==> config.mk <==
export PLATFORM = sky130hd
export DESIGN_NAME = key_event_queue
export DESIGN_NICKNAME = d
export VERILOG_FILES = /design/src/rtl/bnw_pkg.sv /design/src/rtl/key_event_fifo.sv /design/src/rtl/key_event_queue.sv
export SDC_FILE = /design/constraint.sdc
export NUM_CORES = 1
export LEC_CHECK = 0
export ABC_CLOCK_PERIOD_IN_PS = 2350
export BUFFER_PORTS_ARGS = -buffer_cell sky130_fd_sc_hd__buf_2
export CAP_MARGIN = 0
export CELL_PAD_IN_SITES_DETAIL_PLACEMENT = 2
export CELL_PAD_IN_SITES_GLOBAL_PLACEMENT = 2
export CORE_ASPECT_RATIO = 1.5
export CORE_UTILIZATION = 35
export DETAILED_ROUTE_END_ITERATION = 7
export PLACE_DENSITY_LB_ADDON = 0.25
export SETUP_SLACK_MARGIN = 0.15
export SKIP_LAST_GASP = 1
export SLEW_MARGIN = 0
export SYNTH_ARGS = -nofsm -noshare
export SYNTH_HDL_FRONTEND = slang
export SYNTH_SLANG_ARGS = --single-unit
==> constraint.sdc <==
create_clock -name clk_100 -period 2.35 [get_ports clk_100]
set_input_delay 0.235 -clock clk_100 [delete_from_list [all_inputs] [get_ports clk_100]]
set_output_delay 0.235 -clock clk_100 [all_outputs]
set_load 0.01 [all_outputs]
==> src/rtl/bnw_pkg.sv <==
// Purpose: shared event encoding for the key event path (field positions, widths).
// Latency: n/a (types and constants only).
// Backpressure: n/a.
package bnw_pkg;

    // An event is {key, long}: bit 0 = long press, bits KW:1 = key index.
    localparam int EV_LONG_BIT = 0;
    localparam int EV_KEY_LSB  = 1;

    // Widths for the default 4-key keyboard.
    localparam int DEF_N_KEYS = 4;
    localparam int KW         = $clog2(DEF_N_KEYS);
    localparam int EV_W       = KW + 1;

    // Event width for an arbitrary key-index width.
    function automatic int ev_width(input int kw);
        return kw + 1;
    endfunction

endpackage

==> src/rtl/key_event_fifo.sv <==
// Purpose: generic synchronous first-word-fall-through FIFO with occupancy count.
// Latency: a push is visible at pop_dat one cycle later; the head is combinational from registers.
// Backpressure: a push is accepted when not full or when popping in the same cycle; a pop while empty is ignored.
module key_event_fifo #(
    parameter int WIDTH = 3,
    parameter int DEPTH = 8
) (
    input  logic                       clk,
    input  logic                       rst_n,
    input  logic                       push,
    input  logic [WIDTH-1:0]           push_dat,
    input  logic                       pop,
    output logic [WIDTH-1:0]           pop_dat,
    output logic                       full,
    output logic                       empty,
    output logic [$clog2(DEPTH+1)-1:0] count
);

    localparam int PW = $clog2(DEPTH);
    localparam int CW = $clog2(DEPTH + 1);

    logic [WIDTH-1:0] mem [DEPTH];
    logic [PW-1:0]    wr_ptr;
    logic [PW-1:0]    rd_ptr;
    logic [CW-1:0]    cnt;
    logic [WIDTH-1:0] hold_dat;
    logic             pop_ok;
    logic             push_ok;

    assign empty   = (cnt == '0);
    assign full    = (cnt == CW'(DEPTH));
    assign pop_ok  = pop && !empty;
    assign push_ok = push && (!full || pop_ok);
    assign count   = cnt;

    // When empty, keep presenting the last head so the output does not show stale slots.
    assign pop_dat = empty ? hold_dat : mem[rd_ptr];

    // Storage write; no reset needed since slots are only read once written.
    always_ff @(posedge clk) begin
        if (push_ok) begin
            mem[wr_ptr] <= push_dat;
        end
    end

    // Pointers wrap naturally at DEPTH; count tracks occupancy; hold_dat remembers the popped head.
    always_ff @(posedge clk or negedge rst_n) begin
        if (!rst_n) begin
            wr_ptr   <= '0;
            rd_ptr   <= '0;
            cnt      <= '0;
            hold_dat <= '0;
        end else begin
            if (push_ok) begin
                wr_ptr <= wr_ptr + 1'b1;
            end
            if (pop_ok) begin
                rd_ptr   <= rd_ptr + 1'b1;
                hold_dat <= mem[rd_ptr];
            end
            if (push_ok && !pop_ok) begin
                cnt <= cnt + 1'b1;
            end else if (pop_ok && !push_ok) begin
                cnt <= cnt - 1'b1;
            end
        end
    end

endmodule

==> src/rtl/key_event_queue.sv <==
// Purpose: collect per-key short/long press pulses, serialise them by priority and queue them for the game FSM.
// Latency: pulse in cycle t -> pending at edge t+1 -> queued at edge t+2 (ev_valid in cycle t+2 when idle).
// Backpressure: ev_valid/ev_ready pop; when full, pending bits are held and only a repeat pulse is dropped (sticky overflow).
module key_event_queue
    import bnw_pkg::*;
#(
    parameter int N_KEYS = 4,
    parameter int DEPTH  = 8,
    localparam int KW    = $clog2(N_KEYS),
    localparam int CW    = $clog2(DEPTH + 1)
) (
    input  logic              clk_100,
    input  logic              rst_n,
    input  logic [N_KEYS-1:0] sh_press,
    input  logic [N_KEYS-1:0] ln_press,
    input  logic              ev_ready,
    input  logic              clr_ovf,
    output logic              ev_valid,
    output logic [KW-1:0]     ev_key,
    output logic              ev_long,
    output logic [CW-1:0]     ev_count,
    output logic              overflow
);

    localparam int Q_EV_W = ev_width(KW);
    localparam int NS     = 2 * N_KEYS;

    // Pending bits interleaved as index 2k = key k short, 2k+1 = key k long.
    // That index is exactly the event encoding {key, long}, and ascending index is the scan priority.
    logic [N_KEYS-1:0] pend_sh;
    logic [N_KEYS-1:0] pend_ln;
    logic [NS-1:0]     pend_all;
    logic [NS-1:0]     new_all;
    logic [NS-1:0]     clr_vec;
    logic [NS-1:0]     drop_vec;
    logic [NS-1:0]     pend_nxt;
    logic [Q_EV_W-1:0] sel_idx;
    logic              sel_any;
    logic              xfer;
    logic              pop_fire;
    logic              fifo_full;
    logic              fifo_empty;
    logic [Q_EV_W-1:0] head_dat;

    // Interleave short/long pending and incoming pulses into scan order.
    always_comb begin
        pend_all = '0;
        new_all  = '0;
        for (int k = 0; k < N_KEYS; k++) begin
            pend_all[2*k]     = pend_sh[k];
            pend_all[2*k + 1] = pend_ln[k];
            new_all[2*k]      = sh_press[k];
            new_all[2*k + 1]  = ln_press[k];
        end
    end

    // Priority selector: lowest set index wins.
    always_comb begin
        sel_idx = '0;
        sel_any = 1'b0;
        for (int i = NS - 1; i >= 0; i--) begin
            if (pend_all[i]) begin
                sel_idx = i[Q_EV_W-1:0];
                sel_any = 1'b1;
            end
        end
    end

    assign pop_fire = ev_valid && ev_ready;
    assign xfer     = sel_any && (!fifo_full || pop_fire);
    assign clr_vec  = xfer ? (NS'(1) << sel_idx) : '0;
    // A pulse on a bit that stays pending this cycle has nowhere to go.
    assign drop_vec = new_all & pend_all & ~clr_vec;
    assign pend_nxt = (pend_all & ~clr_vec) | new_all;

    // Pending registers: set by pulses, cleared when moved into the FIFO.
    always_ff @(posedge clk_100 or negedge rst_n) begin
        if (!rst_n) begin
            pend_sh <= '0;
            pend_ln <= '0;
        end else begin
            for (int k = 0; k < N_KEYS; k++) begin
                pend_sh[k] <= pend_nxt[2*k];
                pend_ln[k] <= pend_nxt[2*k + 1];
            end
        end
    end

    // Sticky overflow; a drop in the same cycle as a clear keeps it set.
    always_ff @(posedge clk_100 or negedge rst_n) begin
        if (!rst_n) begin
            overflow <= 1'b0;
        end else if (|drop_vec) begin
            overflow <= 1'b1;
        end else if (clr_ovf) begin
            overflow <= 1'b0;
        end
    end

    key_event_fifo #(
        .WIDTH (Q_EV_W),
        .DEPTH (DEPTH)
    ) u_fifo (
        .clk      (clk_100),
        .rst_n    (rst_n),
        .push     (xfer),
        .push_dat (sel_idx),
        .pop      (ev_ready),
        .pop_dat  (head_dat),
        .full     (fifo_full),
        .empty    (fifo_empty),
        .count    (ev_count)
    );

    assign ev_valid = !fifo_empty;
    assign ev_key   = head_dat[Q_EV_W-1:EV_KEY_LSB];
    assign ev_long  = head_dat[EV_LONG_BIT];

endmodule

==> summary.txt <==
Die
  • Top-level I/O count: 21
  • Core area: 5870 um^2
  • Die Y: 98.2 um
  • Chip width: 66.1 um
  • Initial Util: ~37%
  • Row cnt: 34
  • Die area: ~6500 um^2

Synthesis
  • Top FF cell, synth: edfxtp_1
  • Sequential share of the synthesized area: 58.9%
  • Cell Area, Synth: around 2200 um^2
  • Yosys top cell area share: 33.4%
  • Post-synth EDFFs: 24
  • Area leader, netlist: edfxtp_1
  • Top post-synthesis cells by area: edfxtp_1 (33%), dfrtp_1 (26%), mux4_2 (6.3%), nor2_1 (3.3%), ha_1 (2.9%)
  • Yosys reg bits: 46
  • Syn Area/Cell: 13.4 um^2
  • Synth warn: 0
  • Distinct cells, synth: between 40 and 50
  • Asr flop ratio synth: a little under half
  • Syn Inst Count: 161
  • Syn Nets: roughly 180

Place
  • Gpl congestion: 0.823
  • Setup WS pre-CTS: 10.1 ps
  • Placed insts: 257
  • Post-DP HPWL: 4.18 mm
  • Port bufs: 20
  • Cell Area, Placed: 2430 um^2

Pwr
  • Power per cell area: 1190 nW/um^2
  • Sw power: 1.11 mW
  • Seq pwr share: 42.7%
  • Net Sw Frac: 36.0%
  • Maximum vdd drop: 0.000310 V
  • Int Power: between 1.5 and 2 mW
  • Logic gate share of total power: 41.7%
  • Clock power frac: approximately 16%
  • Leakage Power: approximately 1 nW

Timing
  • FMAX: approximately 450 MHz
  • Setup TNS: 0 ps
  • Worst slew pin tran: 669 ps
  • Crit share post-route: 95.1%
  • Pins Over Slew Limit: 0
  • Min cycle time layout: 2230 ps
  • Hold Violations, Final: 0
  • Hold Slack: between 100 and 150 ps
  • Final Skew: about 6.4 ps
  • Final setup fails: 0
  • RSZ-0062 raised after global routing: true
  • Rel. slew slack: 55.2%
  • Final WS setup: roughly 120 ps

Global route
  • Pin count of the biggest net entering global routing: 23
  • First-pass GRT wire length: 8.76 mm
  • GRT overflow: 0
  • Vias in the first global route: 1656
  • Initial antenna violation count: 0
  • Gr usage total: 18.7%

Detailed routing
  • Via count: about 1400
  • First-pass iteration count of the detailed router: 4
  • Starting DRT DRC Count: 20
  • Residual DRC count: 0
  • Detailed-route wire length: 5.35 mm
  • Post-DRT Antenna Nets: 0
  • Via density per instance: 5.23
  • Post-DR wirelength/cell: 19.6 um

Critical path
  • CP max FO: 4
  • Critical Path Most Common Cell: ha_4
  • CP Class: reg2reg
  • Crit-path max cell delay: around 460 ps
  • CP required: 2570 ps
  • CP cell instances: buf_4 -> or4_4 -> nand2_8 -> ha_4 -> inv_4 -> ha_4 -> a21o_1 -> a21oi_2 -> mux2i_1 -> xnor2_1
  • Startpoint types: flip-flop
  • Worst Path Arrival: 2460 ps
  • Slowest CP cell: or4_4
  • Type of element capturing the critical path: flip-flop

CTS
  • CTS tree: built
  • CTS buffer count: 5
  • Skew-Pair Late Insertion Delay: 300 ps
  • H-Tree Level Count: 2
  • Clock sinks: 46
  • CTS max path bufs: 2
  • CTS clk-pin slew, worst paths: 80 ps
  • CTS root buf: clkbuf_8

Layout
  • Layout cells sized above 1: 34.3%
  • Post-Layout Cell Count: approximately 270
  • Layout area overhead: 20.4%
  • Layout Nets: between 200 and 250
  • Fin area: approximately 2600 um^2
  • Filler cell count: around 580
  • Number of diodes: 0

Run status
  • Status: complete, no violations

Min path
  • HP Class: in2reg

Flow run
  • Max Cap Viol: 0
-- sequential cells by signal (all words and copies together) (netlist names) --
signal / flops
pend_sh: 4
pend_ln: 4
u_fifo.hold_dat: 3
u_fifo.rd_ptr: 3
overflow: 1
u_fifo.wr_ptr: 3
u_fifo.count: 4
u_fifo.mem: 24
-- what timing repair did --
| item | in CTS | in global routing |
|---|---|---|
| resized for setup | 3 | 2 |
| pin swaps | 2 | 0 |
| endpoints found under the hold margin | 22 | 0 |
| cloned | 0 | 0 |
| hold buffers | 1 | 0 |
| setup endpoints to repair | 5 | 3 |
| setup buffers | 6 | 1 |
-- routing by layer --
metal	up-vias	track usage [%]	wire length (um)
li1	671	-	-
met1	729	19.0	1950
met2	22	36.7	3200
met3	6	2.80	121
met4	0	6.38	78
met5	-	0	0
-- per-stage QoR --
stage	utilization (%)	total power, mW
2_1_floorplan	-	2.12
4_1_cts	44.1	3.12
3_5_place_dp	41.4	2.55
3_3_place_gp	41.4	2.43
5_1_grt	44.3	3.30
6_report	44.3	3.09
-- cell type report --
| class | count | area (um^2) | area share (%) |
|---|---|---|---|
| repair buffers | 37 | 230 | 8.86 |
| clock buffers | 5 | 68.8 | 2.65 |
| well taps | 72 | 90.1 | 3.47 |
| multi-input cells | 108 | 902 | 34.7 |
| inverters | 2 | 10.0 | 0.385 |
| flip-flops and latches | 46 | 1280 | 49.1 |
| clock inverters | 3 | 21.3 | 0.818 |
-- cells in the mapped netlist, types with 2 or more instances --
cell type  count
a21o_1         5
a21oi_1        4
a221oi_1       2
a22oi_1        2
buf_2          2
dfrtp_1       22
edfxtp_1      24
ha_1           5
inv_1          2
mux2i_1        4
mux4_2         6
nand2_1        8
nand2b_1       9
nand3_1        4
nor2_1        19
nor3_1         2
o21ai_0        6
o311ai_0       2
xnor2_1        6
-- path summary, 6_finish.rpt --
path	from	end	slack, ps	depth (start not counted)
setup reg to reg	u_fifo.count[0]	u_fifo.count[3]	120	10
hold reg to reg	u_fifo.hold_dat[2]	u_fifo.hold_dat[2]	500	2
min in group asynchronous	rst_n	u_fifo.rd_ptr[0]	450	2
max in group asynchronous	rst_n	u_fifo.count[1]	1480	2
setup / recovery	u_fifo.count[0]	u_fifo.count[3]	120	10
hold / removal	sh_press[1]	pend_sh[1]	130	2
-- critical path: cells and delay by family, from the launching register on --
kind | cells | cell delay (ps)
adder cells (fa/ha/maj) | 2 | 340
flip-flops | 1 | 420
AND/OR/NAND/NOR | 2 | 550
buffers and inverters | 2 | 200
XOR/XNOR | 1 | 140
AO/OA/AOI/OAI | 2 | 300
multiplexers | 1 | 230
-- cells in the final DEF (no fill, tap or decap), types with 2 or more instances in the layout --
cell type and instances:
mux2i_1 3, buf_2 20, xnor2_1 6, mux4_2 6
nor3_1 2, ha_4 2, ha_1 3, o311ai_0 2
nand2b_1 9, a221oi_1 2, clkbuf_8 5, a22oi_1 2
dfrtp_2 4, edfxtp_1 24, nand3_1 4, nand2_1 8
buf_4 16, nor2_1 19, o21ai_0 6, dfrtp_1 18
a21o_1 5, a21oi_1 3
-- logic make-up (layout without fill, tap and decap cells) --
| family | after synthesis | after routing | synth area share [%] |
|---|---|---|---|
| and+or+nand+nor | 53 | 53 | 13.2 |
| buffers and inverters | 7 | 47 | 1.68 |
| AOI/OAI and AO/OA | 29 | 29 | 9.74 |
| muxes | 13 | 13 | 9.85 |
| xor gates and xnor gates | 7 | 7 | 2.84 |
| adders and majority gates | 6 | 6 | 3.83 |
| DFF | 46 | 46 | 58.9 |
-- power groups by stage --
stage	Sequential (mW)	Clock, mW	Combinational, mW
5_1_grt	1.35	0.531	1.41
3_5_place_dp	1.36	0	1.19
6_report	1.32	0.482	1.29
2_1_floorplan	1.27	0	0.849
3_3_place_gp	1.33	0	1.11
4_1_cts	1.33	0.506	1.29
Note: power is estimated with default switching activity, not from simulation.
